File: config.mk
export PLATFORM = sky130hd
export DESIGN_NAME = spi_regbank
export DESIGN_NICKNAME = d
export VERILOG_FILES = /design/src/rtl/spi_regbank_pkg.sv /design/src/rtl/spi_irq_ctrl.sv /design/src/rtl/spi_peripheral.sv /design/src/rtl/spi_regbank.sv
export SDC_FILE = /design/constraint.sdc
export NUM_CORES = 1
export LEC_CHECK = 0
export ABC_AREA = 1
export CAP_MARGIN = 20
export CORE_UTILIZATION = 30
export DETAILED_ROUTE_END_ITERATION = 10
export PLACE_DENSITY = 0.57
export SYNTH_ARGS = -nofsm -noshare
export SYNTH_HDL_FRONTEND = slang
export SYNTH_SLANG_ARGS = --single-unit
File: constraint.sdc
create_clock -name clk -period 2 [get_ports clk]
set_clock_uncertainty 0.05 [all_clocks]
set_input_delay 0.3 -clock clk [delete_from_list [all_inputs] [get_ports clk]]
set_output_delay 0.3 -clock clk [all_outputs]
set_load 0.01 [all_outputs]
File: src/rtl/spi_regbank_pkg.sv
// Shared address-map helpers and register-kind enum for the SPI register bank.
package spi_regbank_pkg;

  typedef enum logic [2:0] {RK_CFG, RK_STATUS, RK_FLAGS, RK_MASK, RK_NONE} reg_kind_e;

  function automatic int cfg_base(input int num_cfg, input int num_status);
    return 0;
  endfunction

  function automatic int status_base(input int num_cfg, input int num_status);
    return cfg_base(num_cfg, num_status) + num_cfg;
  endfunction

  function automatic int irq_flags_addr(input int num_cfg, input int num_status);
    return status_base(num_cfg, num_status) + num_status;
  endfunction

  function automatic int irq_mask_addr(input int num_cfg, input int num_status);
    return irq_flags_addr(num_cfg, num_status) + 1;
  endfunction

endpackage

File: src/rtl/spi_irq_ctrl.sv
// Edge-triggered sticky interrupt flags (W1C, set wins) with mask and registered irq output.
module spi_irq_ctrl #(
  parameter int NUM_IRQ = 4
) (
  input  logic               clk,
  input  logic               rstb,
  input  logic               ena_i,
  input  logic [NUM_IRQ-1:0] irq_src_i,
  input  logic               flags_we_i,
  input  logic               mask_we_i,
  input  logic [NUM_IRQ-1:0] wdata_i,
  output logic [NUM_IRQ-1:0] flags_o,
  output logic [NUM_IRQ-1:0] mask_o,
  output logic               irq_o
);

  logic [NUM_IRQ-1:0] src_q, flags_q, flags_d, mask_q, mask_d, rise, clr;
  logic               irq_q, irq_d;

  // History tracks even with ena low, so re-enabling never fakes an edge.
  always_comb begin
    rise    = irq_src_i & ~src_q;
    clr     = flags_we_i ? wdata_i : '0;
    flags_d = ena_i ? ((flags_q & ~clr) | rise) : flags_q;
    mask_d  = mask_we_i ? wdata_i : mask_q;
    irq_d   = |(flags_q & mask_q);
  end

  always_ff @(posedge clk or negedge rstb) begin
    if (!rstb) begin
      src_q   <= '0;
      flags_q <= '0;
      mask_q  <= '0;
      irq_q   <= 1'b0;
    end else begin
      src_q   <= irq_src_i;
      flags_q <= flags_d;
      mask_q  <= mask_d;
      irq_q   <= irq_d;
    end
  end

  assign flags_o = flags_q;
  assign mask_o  = mask_q;
  assign irq_o   = irq_q;

endmodule

File: src/rtl/spi_peripheral.sv
// SPI target front end: frame = {rw, addr, data}, MSB first; emits a 1-clk write strobe in the clk domain.
module spi_peripheral #(
  parameter int ADDR_W = 4,
  parameter int REG_W  = 8
) (
  input  logic              clk,
  input  logic              rstb,
  input  logic [1:0]        mode_i,
  input  logic              cs_n_i,
  input  logic              sclk_i,
  input  logic              mosi_i,
  output logic              miso_o,
  input  logic [REG_W-1:0]  status_i,
  input  logic [REG_W-1:0]  rdata_i,
  output logic [ADDR_W-1:0] addr_o,
  output logic [REG_W-1:0]  wdata_o,
  output logic              we_o,
  output logic              wr_rdn_o
);

  localparam int FRAME = 1 + ADDR_W + REG_W;
  localparam int CNT_W = $clog2(FRAME + 1);
  localparam int RX_W  = (REG_W > ADDR_W) ? REG_W : ADDR_W + 1;
  localparam logic [CNT_W-1:0] CNT_ADDR = CNT_W'(ADDR_W);
  localparam logic [CNT_W-1:0] CNT_DATA = CNT_W'(ADDR_W + 1);
  localparam logic [CNT_W-1:0] CNT_LAST = CNT_W'(FRAME - 1);
  localparam logic [CNT_W-1:0] CNT_FULL = CNT_W'(FRAME);

  logic [2:0]        sclk_s_q, cs_s_q;
  logic [1:0]        mosi_s_q;
  logic [RX_W-2:0]   rx_q;
  logic [RX_W-1:0]   rx_d;
  logic [CNT_W-1:0]  cnt_q;
  logic [REG_W-1:0]  tx_q, wdata_q;
  logic [ADDR_W-1:0] addr_q;
  logic              rw_q, we_q;
  logic              edge_now, edge_prev, active, start, sample, shift;

  // Normalising by CPOL^CPHA makes the sampling edge always a rising edge.
  assign edge_now  = sclk_s_q[1] ^ mode_i[1] ^ mode_i[0];
  assign edge_prev = sclk_s_q[2] ^ mode_i[1] ^ mode_i[0];
  assign active    = ~cs_s_q[1];
  assign start     = cs_s_q[2] & ~cs_s_q[1];
  assign sample    = active & edge_now & ~edge_prev;
  assign shift     = active & ~edge_now & edge_prev;
  assign rx_d      = {rx_q, mosi_s_q[1]};

  always_ff @(posedge clk or negedge rstb) begin
    if (!rstb) begin
      sclk_s_q <= '0;
      cs_s_q   <= '1;
      mosi_s_q <= '0;
      rx_q     <= '0;
      cnt_q    <= '0;
      tx_q     <= '0;
      wdata_q  <= '0;
      addr_q   <= '0;
      rw_q     <= 1'b0;
      we_q     <= 1'b0;
    end else begin
      sclk_s_q <= {sclk_s_q[1:0], sclk_i};
      cs_s_q   <= {cs_s_q[1:0], cs_n_i};
      mosi_s_q <= {mosi_s_q[0], mosi_i};
      we_q     <= 1'b0;
      if (!active) begin
        cnt_q <= '0;
      end else if (sample && cnt_q != CNT_FULL) begin
        rx_q  <= rx_d[RX_W-2:0];
        cnt_q <= cnt_q + 1'b1;
        if (cnt_q == CNT_ADDR) begin
          addr_q <= rx_d[ADDR_W-1:0];
          rw_q   <= rx_d[ADDR_W];
        end
        if (cnt_q == CNT_LAST) begin
          wdata_q <= rx_d[REG_W-1:0];
          we_q    <= rw_q;
        end
      end
      // Read data is loaded on the first shift edge after the address is complete.
      if (start)                         tx_q <= status_i;
      else if (shift && cnt_q == CNT_DATA) tx_q <= rdata_i;
      else if (shift && cnt_q != '0)     tx_q <= {tx_q[REG_W-2:0], 1'b0};
    end
  end

  assign miso_o   = tx_q[REG_W-1];
  assign addr_o   = addr_q;
  assign wdata_o  = wdata_q;
  assign we_o     = we_q;
  assign wr_rdn_o = rw_q;

endmodule

File: src/rtl/spi_regbank.sv
// SPI-accessed register bank: RW config, shadowed RO status, W1C irq flags and irq mask.
module spi_regbank
  import spi_regbank_pkg::*;
#(
  parameter int NUM_CFG    = 6,
  parameter int NUM_STATUS = 3,
  parameter int REG_WIDTH  = 8,
  parameter int NUM_IRQ    = 4,
  parameter logic [NUM_CFG*REG_WIDTH-1:0] CFG_RESET = '0
) (
  input  logic                             clk,
  input  logic                             rstb,
  input  logic                             ena,
  input  logic [1:0]                       mode,
  input  logic                             spi_cs_n,
  input  logic                             spi_clk,
  input  logic                             spi_mosi,
  output logic                             spi_miso,
  output logic [NUM_CFG*REG_WIDTH-1:0]     config_regs,
  output logic [NUM_CFG-1:0]               cfg_wr_pulse,
  input  logic [NUM_STATUS*REG_WIDTH-1:0]  status_regs,
  input  logic [NUM_IRQ-1:0]               irq_src,
  output logic                             irq
);

  localparam int ADDR_WIDTH = $clog2(NUM_CFG + NUM_STATUS + 2);
  localparam int W = REG_WIDTH;

  logic [ADDR_WIDTH-1:0]        spi_addr;
  logic [W-1:0]                 spi_wdata, rdata;
  logic                         spi_we, wr_en, unused_wr_rdn;
  int                           addr_int;
  reg_kind_e                    kind;
  logic [NUM_CFG*W-1:0]         cfg_q, cfg_d;
  logic [NUM_CFG-1:0]           pulse_q, pulse_d;
  logic [NUM_STATUS*W-1:0]      shadow_q;
  logic [NUM_IRQ-1:0]           flags, mask;

  spi_peripheral #(.ADDR_W(ADDR_WIDTH), .REG_W(W)) u_spi (
    .clk      (clk),
    .rstb     (rstb),
    .mode_i   (mode),
    .cs_n_i   (spi_cs_n),
    .sclk_i   (spi_clk),
    .mosi_i   (spi_mosi),
    .miso_o   (spi_miso),
    .status_i ('0),
    .rdata_i  (rdata),
    .addr_o   (spi_addr),
    .wdata_o  (spi_wdata),
    .we_o     (spi_we),
    .wr_rdn_o (unused_wr_rdn)
  );

  assign addr_int = int'(spi_addr);
  assign wr_en    = spi_we & ena;

  always_comb begin
    kind = RK_NONE;
    if (addr_int >= cfg_base(NUM_CFG, NUM_STATUS) && addr_int < status_base(NUM_CFG, NUM_STATUS))
      kind = RK_CFG;
    else if (addr_int >= status_base(NUM_CFG, NUM_STATUS) && addr_int < irq_flags_addr(NUM_CFG, NUM_STATUS))
      kind = RK_STATUS;
    else if (addr_int == irq_flags_addr(NUM_CFG, NUM_STATUS))
      kind = RK_FLAGS;
    else if (addr_int == irq_mask_addr(NUM_CFG, NUM_STATUS))
      kind = RK_MASK;
  end

  always_comb begin
    pulse_d = '0;
    cfg_d   = cfg_q;
    for (int k = 0; k < NUM_CFG; k++) begin
      pulse_d[k] = wr_en && (kind == RK_CFG) && (addr_int == cfg_base(NUM_CFG, NUM_STATUS) + k);
      if (pulse_d[k]) cfg_d[k*W +: W] = spi_wdata;
    end
  end

  always_ff @(posedge clk or negedge rstb) begin
    if (!rstb) begin
      cfg_q    <= CFG_RESET;
      pulse_q  <= '0;
      shadow_q <= '0;
    end else begin
      cfg_q   <= cfg_d;
      pulse_q <= pulse_d;
      if (ena) shadow_q <= status_regs;
    end
  end

  // Unmapped addresses and flag/mask bits above NUM_IRQ read as zero.
  always_comb begin
    rdata = '0;
    case (kind)
      RK_CFG:
        for (int k = 0; k < NUM_CFG; k++)
          if (addr_int == cfg_base(NUM_CFG, NUM_STATUS) + k) rdata = cfg_q[k*W +: W];
      RK_STATUS:
        for (int k = 0; k < NUM_STATUS; k++)
          if (addr_int == status_base(NUM_CFG, NUM_STATUS) + k) rdata = shadow_q[k*W +: W];
      RK_FLAGS: rdata = W'(flags);
      RK_MASK:  rdata = W'(mask);
      default:  rdata = '0;
    endcase
  end

  spi_irq_ctrl #(.NUM_IRQ(NUM_IRQ)) u_irq (
    .clk        (clk),
    .rstb       (rstb),
    .ena_i      (ena),
    .irq_src_i  (irq_src),
    .flags_we_i (wr_en && (kind == RK_FLAGS)),
    .mask_we_i  (wr_en && (kind == RK_MASK)),
    .wdata_i    (spi_wdata[NUM_IRQ-1:0]),
    .flags_o    (flags),
    .mask_o     (mask),
    .irq_o      (irq)
  );

  assign config_regs  = cfg_q;
  assign cfg_wr_pulse = pulse_q;

endmodule

==> results of run 1 <==
==> synthesized netlist by cell type (7+ instances only) <==
master   number  area share [%]
nor2_1       30             1.9
dfrtp_1     129              56
o22ai_1      12             1.3
nand2_1     195              13
mux2_2        7             1.4
inv_1        87             5.7
nand3_1      22             1.9
o21ai_2       8             1.2
o21ai_1      18             1.6
o21ai_0      77             6.7
a21oi_1      14             1.2
buf_2         7            0.61
==> registers in the layout, summed over array words and instances (netlist names), 2 cells and up <==
| register | count |
|---|---|
| config_regs | 48 |
| shadow_q | 24 |
| u_spi.tx_q | 8 |
| u_spi.wdata_o | 8 |
| u_spi.rx_q | 7 |
| cfg_wr_pulse | 6 |
| u_irq.flags_o | 4 |
| u_irq.mask_o | 4 |
| u_irq.src_q | 4 |
| u_spi.addr_o | 4 |
| u_spi.cnt_q | 4 |
| u_spi.cs_s_q | 3 |
| u_spi.sclk_s_q | 3 |
| u_spi.mosi_s_q | 2 |
==> per-stage QoR <==
stage | instances | hold WS (ns) | worst slack (ns) | TNS [ns]
3_3_place_gp | 988 | 0.2062 | -0.08395 | -1.705
5_1_grt | 1026 | 0.2209 | 0.02953 | 0
3_5_place_dp | 988 | 0.2090 | -0.1152 | -2.481
2_1_floorplan | 656 | -0.04559 | 0.3523 | 0
4_1_cts | 1024 | 0.2159 | 0.08950 | 0
6_report | 1026 | 0.2383 | 0.1518 | 0
==> power by group <==
| group | switching, mW | internal, mW |
|---|---|---|
| combinational | 0.261 | 0.169 |
| sequential | 0.0535 | 2.80 |
| clock | 1.13 | 2.47 |
==> routing by layer <==
metal	routed length, um	GRT usage [%]
met3	731	3.872
met4	331	7.666
met5	0	0
met1	7354	22.82
met2	6807	24.38
==> critical path: stages (launching register included) <==
cell and delay (ns):
dfrtp_1 0.45, inv_2 0.12, nor2_2 0.05, buf_4 0.14
nand2_2 0.14, nor2_1 0.06, nor2_1 0.20, nand3_1 0.17
nand2_1 0.09, nand2_1 0.07, nand2_1 0.07, nand2_1 0.05
nand2_1 0.05, nand2_1 0.04
==> worst paths after layout <==
path	start	end	slack, ns
worst max-delay path	u_spi.addr_o[1]	u_spi.tx_q[3]	0.15
worst min-delay path	spi_cs_n	u_spi.cs_s_q[0]	0.24
worst max register to register	u_spi.addr_o[1]	u_spi.tx_q[3]	0.15
worst min register to register	u_spi.sclk_s_q[0]	u_spi.sclk_s_q[1]	0.30
max in group asynchronous	rstb	u_spi.cs_s_q[1]	0.94
min in group asynchronous	rstb	u_irq.src_q[2]	0.33
==> what timing repair did <==
action / 4_1_cts / 5_1_grt
hold endpoints to repair: 40 / 0
endpoints found under the setup margin: 8 / 15
hold buffers: 1 / 0
pin swaps: 1 / 1
gates resized for setup: 0 / 6
buffers inserted: 3 / 2
==> area by class of cell <==
type | instances | area [sq um] | share of cell area (%)
flip-flops and latches | 132 | 3307 | 42.07
multi-input cells | 417 | 2054 | 26.14
clock inverters | 8 | 193.9 | 2.467
well taps | 234 | 292.8 | 3.725
repair buffers | 119 | 1175 | 14.95
inverters | 92 | 345.3 | 4.394
clock buffers | 24 | 491.7 | 6.256
==> logic make-up (layout without fill, tap and decap cells) <==
group | Yosys count | count (layout) | synth area share [%]
muxes | 7 | 7 | 1.364
AOI/OAI and AO/OA | 135 | 135 | 13.03
and+or+nand+nor | 268 | 268 | 19.64
buffers and inverters | 107 | 243 | 7.491
xor gates and xnor gates | 4 | 4 | 0.6063
adders and majority gates | 3 | 3 | 0.6496
DFF | 132 | 132 | 57.22
==> results.yml, run 1 <==
clock_tree:
  clock-root-buffer: "clkbuf_16"
  cts_max_level: 4
  worstSkewPairLatency_ns: 0.42
  clkSinkCount: 132
  numCtsBuffers: 17
  cts_tree: "done"
  clk_pin_slew_ns: 0.06
  cts.path.max_buffers: 2
timing:
  max_slew_margin_pct: 71.78
  min_period_over_period_pct: 92.41
  fin_crit_ns: 1.848
  max_clock_freq_ghz: 0.5411
  finalSetupViolCount: 0
  drv_slew: 0
  worstMarginPinSlew_ns: 0.4232
  rsz0062_at_grt: "no"
  hold_violations: 0
grt:
  grt_max_degree: 53
  grt_util_all_layers_pct: 16.49
  antenna_found_initial: 0
  grt_pass1_wl_um: 24340
  grt_pass1_vias: 4383
  overflow: 0
detailed_routing:
  dr.first_iter.drc_count: 243
  wl_per_cell_um: 14.84
  antenna_left: 0
  drc: 0
  num_vias: 4651
  dr.pass1.iters: 5
  totalWireLength_um: 15220
  vias_per_cell: 4.533
synthesis:
  synthArstFlopShare_pct: 100.0
  synth_area_sq_mm: 0.005779
  synthCells: 656
  ys_ff_latch: 132
  synth_edf_count: 0
  yosysSeqAreaShare_pct: 57.22
  synth_ff_type: "dfrtp_1"
  yosys_warnings: 0
  netlist-cell-type-count: 34
  syn_avg_cell_area_sq_um: 8.810
  syn-num-nets: 695
setup_path:
  reg2regPathDepth: 13
  path_class: "flip-flop to flip-flop"
  arrival_ns: 2.12
  critPathMaxFanout: 8
  startpoint_type: "flip-flop"
  worst_setup_path_end_kind: "flip-flop"
  worstPathRequired_ns: 2.27
finish:
  drive_gt1_share_pct: 12.88
  areaGrowthSynthToFinish_pct: 36.00
  stdcell_area_sq_mm: 0.007860
  nets: 818
  fillers: 1879
  final_cell_mix: "nand2_1, dfrtp_1, clkdlybuf4s50_1"
  n_antenna_cell: 0
  final_util_pct: 41.88
  mostFrequentLayoutCell: "nand2_1"
die:
  dieArea_sq_mm: 0.01982
  start_util_pct: 30.79
  die_width_um: 140.8
  io_pins: 92
  die_y_um: 140.8
  coreArea_sq_mm: 0.01877
  rows: 50
power_and_ir_drop:
  ir_worst_vdd_v: 0.0005567
  finalPower_mw: 6.885
  leakage_nw: 3.672
  cellPowerDensity_mw_per_mm2: 875.9
placement:
  dpl.hpwl_um: 11010
  placed_area_sq_mm: 0.007099
  gp_congestion: 0.8132
  port_buffers: 91
hold_path:
  hold_class: "input port to flip-flop"
  hold_depth: 1
job:
  cap_violations: 0
outcome:
  status: "finished, final reports clean"
No activity file was read; power rests on OpenSTA's default activity.
==> run 2: changes to the inputs <==
--- a/config.mk
+++ b/config.mk
@@ -7,9 +7,9 @@
 export LEC_CHECK = 0
 export ABC_AREA = 1
 export CAP_MARGIN = 20
-export CORE_UTILIZATION = 30
+export CORE_UTILIZATION = 35
 export DETAILED_ROUTE_END_ITERATION = 10
-export PLACE_DENSITY = 0.57
+export PLACE_DENSITY = 0.63
 export SYNTH_ARGS = -nofsm -noshare
 export SYNTH_HDL_FRONTEND = slang
 export SYNTH_SLANG_ARGS = --single-unit
==> constraint.sdc (replaced) <==
create_clock -name clk -period 2.2 [get_ports clk]
set_clock_uncertainty 0.05 [all_clocks]
set_input_delay 0.33 -clock clk [delete_from_list [all_inputs] [get_ports clk]]
set_output_delay 0.33 -clock clk [all_outputs]
set_load 0.01 [all_outputs]
==> run 2 against run 1 <==
Compared with the run above:
- cell count decreased by 3.3%
- total power shrank 12%
- highest routed layer unchanged
- final area down 3.1%
- worst hold slack better by 0.028 ns
- die area fell by 14%
- worst setup slack gained 0.13 ns
- combinational power decreased by 13%
==> results.yml, run 2 (synthesized netlist as in run 1, its figures left out) <==
outcome:
  status: "finished, final reports clean"
grt:
  grt_pass1_wl_um: 22800
  grt_util_all_layers_pct: 18.35
  antenna_found_initial: 0
  overflow: 0
  grt_pass1_vias: 4304
  grt_max_degree: 46
finish:
  largest_reg_flops: 48
  stdcell_area_sq_mm: 0.007619
  final_cell_mix: "nand2_1, dfrtp_1, clkdlybuf4s50_1"
  fin_cells: 992
  nets: 802
  n_antenna_cell: 0
  mostFrequentLayoutCell: "nand2_1"
  drive_gt1_share_pct: 10.70
  areaGrowthSynthToFinish_pct: 31.83
  final_util_pct: 47.62
setup_path:
  startpoint_type: "flip-flop"
  cp_cell_sequence: "inv_1 -> nor2_1 -> inv_1 -> nor2_4 -> inv_1 -> nor2_4 -> nand2_1 -> o21ai_0"
  reg2regPathDepth: 8
  r2r_end: "config_regs[42]"
  r2r_start: "u_spi.addr_o[0]"
  path_class: "flip-flop to flip-flop"
  crit_top_cell: "inv_1"
  critPathMaxFanout: 17
  reg2reg_slack_ns: 0.28
  worstPathRequired_ns: 2.48
  worst_setup_path_end_kind: "flip-flop"
  crit_family: "simple AND/OR/NAND/NOR gates"
  cp_num_buf_inv: 3
  arrival_ns: 2.20
  crit_slowest_cell: "dfrtp_1"
  slowest_delay_ns: 0.40
clock_tree:
  worstSkewPairLatency_ns: 0.43
  cts.path.max_buffers: 2
  clock-root-buffer: "clkbuf_16"
  numCtsBuffers: 17
  clkSinkCount: 132
  cts_max_level: 4
  cts_tree: "done"
  clk_pin_slew_ns: 0.06
timing:
  rsz0062_at_grt: "no"
  finalSetupViolCount: 0
  max_clock_freq_ghz: 0.5218
  hold_violations: 0
  min_period_over_period_pct: 87.10
  max_slew_margin_pct: 73.14
  drv_slew: 0
  fin_crit_ns: 1.916
  worstMarginPinSlew_ns: 0.4029
  holdWs_ns: 0.2661
  fin_tns_setup_ns: 0
detailed_routing:
  num_vias: 4612
  dr.first_iter.drc_count: 370
  drc: 0
  dr.pass1.iters: 5
  vias_per_cell: 4.649
  totalWireLength_um: 14640
  wl_per_cell_um: 14.76
  antenna_left: 0
power_and_ir_drop:
  switching_share_pct: 22.19
  cellPowerDensity_mw_per_mm2: 791.0
  pwr-share-seq_pct: 43.1
  leakage_nw: 3.547
  ir_worst_vdd_v: 0.0006157
  clkPwrFrac_pct: 50.7
  switchingPower_mw: 1.337
  pwr-share-comb_pct: 6.2
  p_int_mw: 4.689
die:
  rows: 46
  die_width_um: 130.5
  die_y_um: 130.5
  dieArea_sq_mm: 0.01703
  io_pins: 92
  start_util_pct: 36.12
  coreArea_sq_mm: 0.01600
hold_path:
  holdPathEnd: "u_spi.cs_s_q[0]"
  hp-start: "spi_cs_n"
  hold_class: "input port to flip-flop"
  hold_depth: 1
placement:
  dpl.hpwl_um: 10660
  port_buffers: 91
  placedCellCount: 959
  gp_congestion: 0.8352
  placed_area_sq_mm: 0.006969
job:
  cap_violations: 0
[run 2: changes by cell type in the layout (fill, tap and decap cells not counted), sizes merged]
| cell | delta |
|---|---|
| clkinv | +4 |
| clkbuf | -6 |
| buf | -16 |
| bufinv | -1 |
| clkinvlp | +3 |
[run 2: area by class of cell]
| class | count | area [sq um] |
|---|---|---|
| flip-flops and latches | 132 | 3307 |
| clock inverters | 14 | 210.2 |
| inverters | 92 | 345.3 |
| well taps | 216 | 270.3 |
| clock buffers | 18 | 429.2 |
| repair buffers | 103 | 1017 |
| multi-input cells | 417 | 2039 |
| fillers | 1608 | 8382 |
[run 2: through the flow]
step	setup slack [ns]	power [mW]
floorplan	0.5523	2.831
global placement	0.03716	3.014
detailed placement	-0.003144	3.017
CTS	0.2932	6.089
global route	0.09807	6.249
finish	0.2837	6.027
[run 2: worst max path at each step]
stage | start | endpoint | slack [ns] | depth (start not counted)
2_1_floorplan | u_spi.cnt_q[0] | u_spi.wdata_o[7] | 0.55 | 8
3_3_place_gp | mode[0] | u_spi.tx_q[6] | 0.04 | 11
3_5_place_dp | mode[1] | u_spi.wdata_o[1] | -0.003 | 9
4_1_cts | u_spi.addr_o[2] | u_spi.tx_q[6] | 0.29 | 10
5_1_grt | u_spi.addr_o[1] | u_spi.tx_q[6] | 0.1 | 10
6_report | u_spi.addr_o[0] | config_regs[42] | 0.28 | 8
[run 2: worst reg2reg max path, delay by kind of cell, from the launching register on]
| family | cells | cell delay, ns |
|---|---|---|
| AO/OA/AOI/OAI | 1 | 0.09 |
| buffers and inverters | 3 | 0.31 |
| flip-flops | 1 | 0.40 |
| AND/OR/NAND/NOR | 4 | 0.97 |
[run 2: power groups by stage]
stage / sequential [mW] / combinational (mW) / clock, mW
floorplan: 2.63 / 0.203 / 0
global placement: 2.63 / 0.379 / 0
detailed placement: 2.64 / 0.379 / 0
CTS: 2.60 / 0.384 / 3.11
global route: 2.61 / 0.434 / 3.21
finish: 2.60 / 0.375 / 3.06
[run 2: repair_timing]
action | 4_1_cts | 5_1_grt
hold buffers | 1 | 0
hold endpoints to repair | 34 | 0
gates resized for setup | 0 | 0
setup buffers | 0 | 0
[run 2: routing by layer]
metal | vias to the layer above | global-route usage, % | wire, um
met5 | - | 0 | 0
met4 | 0 | 6.897 | 208
met3 | 20 | 4.194 | 775
met2 | 122 | 27.51 | 6555
met1 | 2165 | 25.88 | 7104
li1 | 2305 | - | -
